`src/rtl/watch_pkg.sv`:
```
// Shared definitions for the watch controller: mode encoding and field limits.
// Pure definitions, no logic and no latency.
// Header-only; optional blink support is selected by WATCH_BLINK_EN in watch_ctrl.
package watch_pkg;

  // Controller mode, also driven straight out on the mode port
  typedef enum logic [1:0] {
    RUN      = 2'd0,
    SET_HOUR = 2'd1,
    SET_MIN  = 2'd2,
    SET_SEC  = 2'd3
  } mode_e;

  localparam logic [7:0] SEC_MAX  = 8'd59;
  localparam logic [7:0] MIN_MAX  = 8'd59;
  localparam logic [4:0] HOUR_MAX = 5'd23;

endpackage

```
`src/rtl/watch_ctrl_key_debounce.sv`:
```
// Key conditioner: 2-flop synchronizer, stability filter, rising-edge press pulse.
// Latency: press_o rises 2 + DEBOUNCE_CYC clk after a clean key edge, one clk wide.
// No backpressure; a held key yields one pulse only, releases yield none.
module key_debounce #(
  parameter int DEBOUNCE_CYC = 16
) (
  input  logic clk_i,
  input  logic rst_i,
  input  logic key_i,
  output logic press_o
);

  localparam int CNT_W = (DEBOUNCE_CYC > 1) ? $clog2(DEBOUNCE_CYC + 1) : 1;
  localparam logic [CNT_W-1:0] CNT_LAST = CNT_W'(DEBOUNCE_CYC - 1);

  logic             sync1_q, sync2_q;
  logic             deb_q;
  logic [CNT_W-1:0] cnt_q;
  logic             press_q;

  // Two-stage synchronizer for the asynchronous button level
  always_ff @(posedge clk_i) begin
    if (rst_i) begin
      sync1_q <= 1'b0;
      sync2_q <= 1'b0;
    end else begin
      sync1_q <= key_i;
      sync2_q <= sync1_q;
    end
  end

  // Accept a new level only after it differs from the held one for DEBOUNCE_CYC clk
  always_ff @(posedge clk_i) begin
    if (rst_i) begin
      deb_q   <= 1'b0;
      cnt_q   <= '0;
      press_q <= 1'b0;
    end else begin
      press_q <= 1'b0;
      if (sync2_q == deb_q) begin
        cnt_q <= '0;
      end else if (cnt_q == CNT_LAST) begin
        deb_q   <= sync2_q;
        cnt_q   <= '0;
        press_q <= sync2_q;
      end else begin
        cnt_q <= cnt_q + 1'b1;
      end
    end
  end

  assign press_o = press_q;

endmodule

```
`src/rtl/watch_ctrl.sv`:
```
// Watch control FSM: RUN time-keeping pulses, SET_* editing, idle timeout to RUN.
// Latency: every pulse output is registered, 1 clk after tick / debounced press.
// No backpressure; counters must accept one pulse per clk. Blink: WATCH_BLINK_EN.
module watch_ctrl
  import watch_pkg::*;
#(
  parameter int DEBOUNCE_CYC = 16,
  parameter int TIMEOUT_S    = 30
) (
  input  logic       clk,
  input  logic       RESET,
  input  logic       tick_1hz,
  input  logic       key_mode,
  input  logic       key_inc,
  input  logic [7:0] sec_val,
  input  logic [7:0] min_val,
  input  logic [4:0] hour_val,
  output logic       sec_inc,
  output logic       min_inc,
  output logic       hour_inc,
  output logic       sec_clr,
  output logic [1:0] mode,
  output logic       blink_sec,
  output logic       blink_min,
  output logic       blink_hour
);

  localparam int IDLE_W = $clog2(TIMEOUT_S + 1);
  localparam logic [IDLE_W-1:0] IDLE_LAST = IDLE_W'(TIMEOUT_S - 1);

  logic              mode_press, inc_press;
  mode_e             mode_q;
  logic [IDLE_W-1:0] idle_q;
  logic              sec_inc_q, min_inc_q, hour_inc_q, sec_clr_q;
  logic              sec_wrap, min_wrap, hour_ok;

  key_debounce #(.DEBOUNCE_CYC(DEBOUNCE_CYC)) u_deb_mode (
    .clk_i   (clk),
    .rst_i   (RESET),
    .key_i   (key_mode),
    .press_o (mode_press)
  );

  key_debounce #(.DEBOUNCE_CYC(DEBOUNCE_CYC)) u_deb_inc (
    .clk_i   (clk),
    .rst_i   (RESET),
    .key_i   (key_inc),
    .press_o (inc_press)
  );

  assign sec_wrap = (sec_val == SEC_MAX);
  assign min_wrap = (min_val == MIN_MAX);
  // A carry into hours is suppressed while the hour input reads an illegal value
  assign hour_ok  = (hour_val <= HOUR_MAX);

  // Mode FSM, idle timeout and registered pulse outputs
  always_ff @(posedge clk) begin
    if (RESET) begin
      mode_q     <= RUN;
      idle_q     <= '0;
      sec_inc_q  <= 1'b0;
      min_inc_q  <= 1'b0;
      hour_inc_q <= 1'b0;
      sec_clr_q  <= 1'b0;
    end else begin
      sec_inc_q  <= 1'b0;
      min_inc_q  <= 1'b0;
      hour_inc_q <= 1'b0;
      sec_clr_q  <= 1'b0;
      if (mode_q == RUN) begin
        idle_q <= '0;
        if (tick_1hz) begin
          sec_inc_q  <= 1'b1;
          min_inc_q  <= sec_wrap;
          hour_inc_q <= sec_wrap && min_wrap && hour_ok;
        end
        if (mode_press) mode_q <= SET_HOUR;
      end else if (mode_press) begin
        // Mode wins over a simultaneous inc press, which is dropped
        idle_q <= '0;
        case (mode_q)
          SET_HOUR: mode_q <= SET_MIN;
          SET_MIN:  mode_q <= SET_SEC;
          default:  mode_q <= RUN;
        endcase
      end else if (inc_press) begin
        // Edit action; a tick in the same cycle is ignored (time is paused)
        idle_q <= '0;
        case (mode_q)
          SET_HOUR: hour_inc_q <= 1'b1;
          SET_MIN:  min_inc_q  <= 1'b1;
          default:  sec_clr_q  <= 1'b1;
        endcase
      end else if (tick_1hz) begin
        if (idle_q == IDLE_LAST) begin
          mode_q <= RUN;
          idle_q <= '0;
        end else begin
          idle_q <= idle_q + 1'b1;
        end
      end
    end
  end

  assign sec_inc  = sec_inc_q;
  assign min_inc  = min_inc_q;
  assign hour_inc = hour_inc_q;
  assign sec_clr  = sec_clr_q;
  assign mode     = mode_q;

`ifdef WATCH_BLINK_EN
  logic blink_q;

  // Blink phase toggles per tick while editing, held low in RUN
  always_ff @(posedge clk) begin
    if (RESET || mode_q == RUN) blink_q <= 1'b0;
    else if (tick_1hz)          blink_q <= ~blink_q;
  end

  assign blink_hour = (mode_q == SET_HOUR) && blink_q;
  assign blink_min  = (mode_q == SET_MIN)  && blink_q;
  assign blink_sec  = (mode_q == SET_SEC)  && blink_q;
`else
  assign blink_hour = 1'b0;
  assign blink_min  = 1'b0;
  assign blink_sec  = 1'b0;
`endif

endmodule

```
`config.mk`:
```
export PLATFORM = sky130hd
export DESIGN_NAME = watch_ctrl
export DESIGN_NICKNAME = d
export VERILOG_FILES = /design/src/rtl/watch_pkg.sv /design/src/rtl/watch_ctrl_key_debounce.sv /design/src/rtl/watch_ctrl.sv
export SDC_FILE = /design/constraint.sdc
export NUM_CORES = 1
export LEC_CHECK = 0
export ABC_AREA = 1
export BUFFER_PORTS_ARGS = -buffer_cell sky130_fd_sc_hd__buf_2
export CORE_ASPECT_RATIO = 0.6
export CORE_MARGIN = 2
export CORE_UTILIZATION = 55
export DETAILED_ROUTE_END_ITERATION = 6
export PLACE_DENSITY = 0.83
export SLEW_MARGIN = 40
export SYNTH_ARGS = -nofsm -noshare
export SYNTH_HDL_FRONTEND = slang
export SYNTH_SLANG_ARGS = --single-unit
```
`constraint.sdc`:
```
create_clock -name clk -period 2.8 [get_ports clk]
set_input_delay 0.28 -clock clk [delete_from_list [all_inputs] [get_ports clk]]
set_output_delay 0.28 -clock clk [all_outputs]
set_load 0.02 [all_outputs]
```
==> results of run 1 <==
kinds of logic (layout without fill, tap and decap cells):
kind of cell / Yosys count / after routing / synth area share, %
xor gates and xnor gates: 2 / 2 / 1.33
adders and majority gates: 9 / 9 / 8.52
DFF: 29 / 29 / 43.9
other: 1 / 3 / 0.284
and+or+nand+nor: 80 / 80 / 30.4
buffers and inverters: 31 / 63 / 10.4
AOI/OAI and AO/OA: 12 / 12 / 5.11
cell usage after synthesis:
library cell,count,area share (%)
o21bai_1,1,0.57
or2_1,1,0.47
nand3_1,9,3.4
o22ai_1,1,0.47
nand4_2,1,0.95
inv_1,26,7.4
nor2_1,26,7.4
nand2_2,3,1.4
a21oi_1,5,1.9
dfxtp_1,29,44
nand4_4,1,1.6
xnor2_1,1,0.66
nand2_1,22,6.3
conb_1,1,0.28
or2_2,2,0.95
nand4_1,4,1.9
a21oi_2,1,0.66
nor3_2,1,0.76
ha_1,9,8.5
inv_4,1,0.47
nor2_2,2,0.95
buf_6,1,0.85
xor2_1,1,0.66
nand3_2,1,0.76
nor3b_2,1,0.95
buf_4,3,1.7
nor3b_1,2,1.1
nor3_1,4,1.5
o21ai_0,4,1.5
report_power, final:
| part | leakage, nW | switching [W] | internal (W) | total (W) |
|---|---|---|---|---|
| Clock | 0.0450 | 0.000158 | 0.000172 | 0.000330 |
| Sequential | 0.235 | 0.00000237 | 0.000417 | 0.000419 |
| Combinational | 0.382 | 0.0000228 | 0.0000180 | 0.0000408 |
worst max path at each step:
| stage | startpoint | to | slack [ns] | depth (start not counted) |
|---|---|---|---|---|
| after global placement | u_deb_inc.cnt_q[0] | u_deb_inc.cnt_q[2] | 1.48 | 7 |
| after global routing | u_deb_inc.cnt_q[0] | u_deb_inc.cnt_q[2] | 1.24 | 7 |
| after detailed placement | u_deb_inc.cnt_q[0] | u_deb_inc.cnt_q[2] | 1.40 | 7 |
| final | u_deb_inc.cnt_q[0] | u_deb_inc.cnt_q[2] | 1.38 | 7 |
| after floorplan | mode[0] | mode[0] | 1.43 | 8 |
| after CTS | u_deb_inc.cnt_q[0] | u_deb_inc.cnt_q[2] | 1.40 | 7 |
state kept, by name, indices dropped and copies added, names as in the netlist, 2 cells and up:
| register | flops |
|---|---|
| mode | 2 |
| u_deb_mode.cnt_q | 5 |
| idle_q | 5 |
| u_deb_inc.cnt_q | 5 |
cell type report:
class	count	area, um2	area share (%)
clock buffer	6	72.6	4.67
clock inverter	2	10.0	0.644
inverter	27	104	6.68
multi-input combinational	106	611	39.3
sequential	29	581	37.3
tap	30	37.5	2.41
timing repair buffer	28	140	9.01
worst max-delay path, stage by stage (launching register included):
cell     delay [ns]
dfxtp_1        0.33
ha_1           0.22
nand2_1        0.08
nor2_1         0.05
ha_1           0.20
inv_1          0.09
nand4_2        0.17
nor3b_2        0.20
metal layers:
metal	wire, um	vias to the layer above	track usage, %
li1	-	573	-
met5	0	-	0
met4	35	0	6.12
met1	1100	490	21.5
met2	1060	38	31.3
met3	240	5	11.7
through the flow:
| stage | std cells | area, um2 |
|---|---|---|
| finish | 228 | 1560 |
| global route | 228 | 1560 |
| CTS | 228 | 1560 |
| detailed placement | 220 | 1470 |
| global placement | 220 | 1470 |
| floorplan | 166 | 1330 |
==> flow_summary.toml, run 1 <==
[outcome]
status = "complete, no violations"

[clock_network]
cts_setup_buffers = 0
clk_latency_ns = 0.29
cts_tree = "built"
cts_max_level = 2
root_buffer = "clkbuf_8"
cts.path.max_buffers = 2
cts_buffers = 5
cts_num_sinks = 29
postCtsResizedCells = 0
cts_hold_buf = 0
clk_pin_slew_ns = 0.06

[grt]
grt_pass1_vias = 987
grt_overflow = 0
grt_max_degree = 11
grt_pass1_wl_mm = 3.98
antenna_found_initial = 0
grtUsageTotal_pct = 19.5

[detailed_routing]
dr.pass1.iters = 5
postRouteAntennaNets = 0
drc = 0
route.vias.total = 1106
drtIter0Drc = 63
wl_per_cell_um = 10.7
routed_wl_mm = 2.44
viasPerCell = 4.85

[power_and_ir_drop]
leakage_nw = 0.662
peakVddDrop_uv = 308
p_total_w = 0.000790
powerDensity_mw_per_mm2 = 508

[placement]
dp_hpwl_mm = 1.82
gp_congestion = 0.754
portBuffers = 28
pre_cts_slack_ns = 1.40

[die]
fp.dieH_um = 42.0
fp.dieArea_mm2 = 0.00282
chipWidth_um = 67.3
start_util_pct = 59.7
core_mm2 = 0.00221
placement_rows = 13
io_pins = 35

[final_layout]
finalNetCount = 232
layout.cells.most_common = "dfxtp_1"
areaGrowthSynthToFinish_pct = 17.7
diodes = 0
drive_gt1_share_pct = 24.7
final_cell_mix = "29 x dfxtp_1, 28 x buf_2, 26 x inv_1, 26 x nor2_1, 22 x nand2_1"
final_util_pct = 70.3
nFillCells = 188

[sta]
finalWorstSetupSlack_ns = 1.38
hold_slack_ns = 0.196
finalSetupTns_ns = 0
rsz0062_at_grt = "no"
finalCritPeriodShare_pct = 50.6
drv_slew = 0
setup_viol = 0
hold_viol = 0
clock-skew-final_ns = 0.00476
min_period_ns = 1.42
max_freq_mhz = 706

[logic_synthesis]
avgSynthCellArea_um2 = 8.06
synthesis.instances = 164
syn_area_mm2 = 0.00132
synth_seq_cells = 29
ys_seq_area_share_pct = 43.9
ys_types = 29
ys_warn_count = 0

[flow_run]
cap_violations = 0

[worst_hold_path]
min_to = "u_deb_inc.sync1_q"
hp-start = "key_inc"
hold_class = "in2reg"
holdPathStages = 3

[setup_path]
timing.rr.end = "u_deb_inc.cnt_q[2]"
required_ns = 3.01
critPathMaxFanout = 5
r2r_start = "u_deb_inc.cnt_q[0]"
worstSetupPathType = "reg2reg"
rrSetupSlack_ns = 1.38
critical_path_arrival_ns = 1.63
crit_path_start_kind = "flop"
worstSetupEndpointType = "flop"
worstRegToRegCells = 7
Note: power is estimated with default switching activity, not from simulation.
==> run 2, diff against run 1 <==
CORE_UTILIZATION = 51   (was 55)
PLACE_DENSITY = 0.78   (was 0.83)
clock period = 1.35 ns   (was 2.8 ns; I/O delays follow)
==> flow_summary.toml, run 2 (synthesis results as in run 1) <==
[final_layout]
stdcell_count = 229
areaGrowthSynthToFinish_pct = 20.2
finalInstanceArea_mm2 = 0.00159
largest_registers = "idle_q (5), u_deb_inc.cnt_q (5), u_deb_mode.cnt_q (5)"
final_util_pct = 63.8
diodes = 0
drive_gt1_share_pct = 29.9
finalNetCount = 232
layout.cells.most_common = "buf_2"
final_cell_mix = "28 x buf_2, 26 x nor2_1, 25 x dfxtp_1, 23 x inv_1, 22 x nand2_1"

[clock_network]
cts_setup_buffers = 0
cts.path.max_buffers = 2
cts_hold_buf = 0
clk_latency_ns = 0.27
clk_pin_slew_ns = 0.06
cts_tree = "built"
cts_buffers = 5
cts_max_level = 2
cts_num_sinks = 29
root_buffer = "clkbuf_8"

[outcome]
status = "complete, no violations"

[die]
fp.dieArea_mm2 = 0.00303
core_mm2 = 0.00249
fp.dieH_um = 43.4
chipWidth_um = 69.7
start_util_pct = 53.1
io_pins = 35
placement_rows = 14

[grt]
grt_pass1_vias = 983
grtUsageTotal_pct = 16.7
antenna_found_initial = 0
grt_max_degree = 11
grt_pass1_wl_mm = 3.88
grt_overflow = 0

[setup_path]
worstSetupEndpointType = "flop"
worstSetupStartpoint = "mode[0]"
crit_path_end = "mode[0]"
worstRegToRegCells = 8
required_ns = 1.51
crit_chain = "inv_1 > ha_1 > inv_2 > nand2_1 > nor2_1 > nand2_1 > a21oi_1 > nor2_1"
rrSetupSlack_ns = 0.07
timing.rr.end = "mode[0]"
r2r_start = "mode[0]"
critPathMaxFanout = 5
cpPeakStageDelay_ns = 0.34
critical_path_arrival_ns = 1.44
crit_path_start_kind = "flop"
cp_slowest_cell = "dfxtp_2"
worstSetupPathType = "reg2reg"

[detailed_routing]
drtIter0Drc = 99
dr.pass1.iters = 4
drc = 0
postRouteAntennaNets = 0
viasPerCell = 4.81
route.vias.total = 1102
routed_wl_mm = 2.30
wl_per_cell_um = 10.1

[placement]
portBuffers = 28
placed_area_mm2 = 0.00148
dp.cells = 222
pre_cts_slack_ns = -0.0604
gp_congestion = 0.750
dp_hpwl_mm = 1.74

[sta]
finalWorstSetupSlack_ns = 0.0716
max_freq_mhz = 782
drv_slew = 0
hold_viol = 0
clock-skew-final_ns = 0.00300
setup_viol = 0
finalCritPeriodShare_pct = 94.7
min_period_ns = 1.28

[worst_hold_path]
hold_class = "in2reg"

[flow_run]
cap_violations = 0

[power_and_ir_drop]
peakVddDrop_uv = 528
leakage_nw = 0.658
powerDensity_mw_per_mm2 = 1040
-- run 2: power by group --
part / switching (W) / internal [W]
logic: 0.0000488 / 0.0000385
clock network: 0.000287 / 0.000403
registers: 0.00000452 / 0.000866
-- run 2: worst max-delay path: cells and delay by family, from the launching register on --
kind | cells | cell delay (ns)
buf+inv | 2 | 0.17
flops | 1 | 0.34
simple gates | 4 | 0.29
fa+ha+maj | 1 | 0.23
compound gates | 1 | 0.14
-- run 2: routing by layer --
metal  GRT usage, %  wire [um]
met5              0          0
met4           8.46         32
met3           6.98        203
met2           28.1       1010
met1           18.8       1060
-- run 2: worst min path at each step --
stage	startpoint	end	slack, ns	depth (start not counted)
after floorplan	RESET	mode[1]	0.20	1
after global placement	key_inc	u_deb_inc.sync1_q	0.34	3
after detailed placement	key_inc	u_deb_inc.sync1_q	0.35	3
after CTS	key_inc	u_deb_inc.sync1_q	0.06	3
after global routing	key_inc	u_deb_inc.sync1_q	0.07	3
final	key_inc	u_deb_inc.sync1_q	0.07	3
-- run 2: what timing repair did --
item,CTS,global route
setup endpoints to repair,2,16
resized for setup,3,7
pin swaps,0,3
endpoints found under the hold margin,0,0
-- run 2: area by class of cell --
| class | instances | area, um2 |
|---|---|---|
| Tap cell | 32 | 40.0 |
| Timing Repair Buffer | 28 | 140 |
| Multi-Input combinational cell | 106 | 632 |
| Clock buffer | 7 | 86.3 |
| Sequential cell | 29 | 586 |
| Inverter | 27 | 104 |
| Fill cell | 217 | 900 |
-- run 2: through the flow --
stage                     hold slack, ns  total power (W)  setup TNS (ns)
after detailed placement           0.348         0.000974         -0.0686
final                             0.0671          0.00165               0
after floorplan                    0.197         0.000941               0
after CTS                         0.0639          0.00167               0
after global routing              0.0702          0.00173          -0.105
after global placement             0.342         0.000970               0
==> run 3, diff against run 2 <==
CORE_MARGIN = not set   (was 2)
==> flow_summary.toml, run 3 (synthesis results as in run 1) <==
[final_layout]
areaGrowthSynthToFinish_pct = 21.4
finalInstanceArea_mm2 = 0.00160
nFillCells = 192
layout.cells.most_common = "buf_2"
diodes = 0
multi_input_area_um2 = 639
drive_gt1_share_pct = 32.5
final_cell_mix = "28 x buf_2, 26 x nor2_1, 25 x dfxtp_1, 23 x inv_1, 21 x nand2_1"
stdcell_count = 230
seq_area_um2 = 586
largest_registers = "idle_q (5), u_deb_inc.cnt_q (5), u_deb_mode.cnt_q (5)"
finalNetCount = 234

[setup_path]
worstSetupEndpointType = "flop"
cpMostUsedCell = "ha_2"
r2r_start = "u_deb_mode.cnt_q[0]"
worstSetupPathType = "reg2reg"
rrSetupSlack_ns = 0.07
required_ns = 1.55
crit_path_start_kind = "flop"
timing.rr.end = "u_deb_mode.cnt_q[2]"
cpPeakStageDelay_ns = 0.34
worstRegToRegCells = 7
crit_chain = "ha_2 > nand2_1 > nor2_1 > ha_2 > inv_2 > nand4_4 > nor3b_2"
critPathMaxFanout = 5
cp_slowest_cell = "dfxtp_2"
critical_path_arrival_ns = 1.48

[grt]
antenna_found_initial = 0
grtUsageTotal_pct = 21.0
grt_overflow = 0
grt_pass1_wl_mm = 4.33
grt_pass1_vias = 1074
grt_max_degree = 11

[sta]
finalCritPeriodShare_pct = 94.7
clock-skew-final_ns = 0.00270
rsz0062_at_grt = "yes"
hold_viol = 0
drv_slew = 0
setup_viol = 0
min_period_ns = 1.28
max_freq_mhz = 782

[worst_hold_path]
hold_class = "in2reg"
hp-start = "key_inc"
min_to = "u_deb_inc.sync1_q"
holdPathStages = 3

[die]
chipWidth_um = 67.7
placement_rows = 13
start_util_pct = 57.2
fp.dieH_um = 41.4
io_pins = 35
fp.dieArea_mm2 = 0.00280
core_mm2 = 0.00231

[placement]
dp.cells = 220
portBuffers = 28
dp_hpwl_mm = 1.98
gp_congestion = 0.761
placed_area_mm2 = 0.00148

[outcome]
status = "complete, no violations"

[power_and_ir_drop]
leakage_nw = 0.666
powerDensity_mw_per_mm2 = 1020
p_total_w = 0.00164
peakVddDrop_uv = 793

[detailed_routing]
routed_wl_mm = 2.77
postRouteAntennaNets = 0
drc = 0
viasPerCell = 4.93
wl_per_cell_um = 12.1
drtIter0Drc = 15
route.vias.total = 1135
dr.pass1.iters = 4

[clock_network]
cts_hold_buf = 0
root_buffer = "clkbuf_8"
cts_buffers = 5
cts_max_level = 2
cts_num_sinks = 29
cts_tree = "built"
cts.path.max_buffers = 2
clk_pin_slew_ns = 0.06
clk_latency_ns = 0.27

[flow_run]
cap_violations = 0
[run 3: changes by cell type in the layout (fill, tap and decap cells not counted), sizes merged]
cell | previous run | this run
clkinv | 0 | 2
buf | 28 | 30
clkbuf | 7 | 6
[run 3: area by class of cell]
| type | instances | share of cell area (%) |
|---|---|---|
| timing repair buffer | 30 | 9.67 |
| multi-input combinational | 106 | 39.9 |
| clock inverter | 2 | 0.624 |
| tap | 30 | 2.34 |
| sequential | 29 | 36.5 |
| clock buffer | 6 | 4.52 |
| inverter | 27 | 6.47 |
[run 3: worst max-delay path, delay by kind of cell (launching register included)]
kind          cells  cell delay [ns]
fa+ha+maj         2             0.36
buf+inv           1             0.08
flops             1             0.34
simple gates      4             0.43
[run 3: repair_timing]
| item | in CTS | in global routing |
|---|---|---|
| pin swaps | 0 | 5 |
| resized for setup | 4 | 9 |
| setup endpoints to repair | 3 | 21 |
| buffers inserted | 0 | 2 |
[run 3: power breakdown]
group | internal (W) | leakage [nW] | switching, W
sequential | 0.000865 | 0.237 | 0.00000522
combinational | 0.0000385 | 0.384 | 0.0000499
clock | 0.000356 | 0.0450 | 0.000326
total | 0.00126 | 0.666 | 0.000381
[run 3: layer usage]
metal	vias to the layer above	track usage, %	share of wire (%)
met1	517	23.6	43
met2	35	35.2	50
met5	-	0	0
met3	6	8.79	6.1
met4	0	7.23	0.97
li1	577	-	-
[run 3: worst max-delay path by stage]
| stage | start | endpoint | slack (ns) | cells after the start |
|---|---|---|---|---|
| finish | u_deb_mode.cnt_q[0] | u_deb_mode.cnt_q[2] | 0.07 | 7 |
| global route | mode[1] | mode[0] | -0.05 | 8 |
| CTS | u_deb_mode.cnt_q[0] | u_deb_mode.cnt_q[2] | 0.0006 | 7 |
| detailed placement | u_deb_mode.cnt_q[0] | u_deb_mode.cnt_q[2] | -0.06 | 7 |
| global placement | u_deb_inc.cnt_q[0] | u_deb_inc.cnt_q[2] | 0.03 | 7 |
| floorplan | mode[0] | mode[0] | 0.07 | 8 |
[run 3: metrics by stage]
step	setup slack, ns	hold slack, ns	setup TNS (ns)	utilization [%]
global placement	0.0295	0.336	0	63.9
finish	0.0712	0.0661	0	69.4
floorplan	0.0709	0.197	0	-
global route	-0.0496	0.0581	-0.0636	69.4
detailed placement	-0.0567	0.342	-0.0738	63.9
CTS	0.000574	0.0598	0	68.0
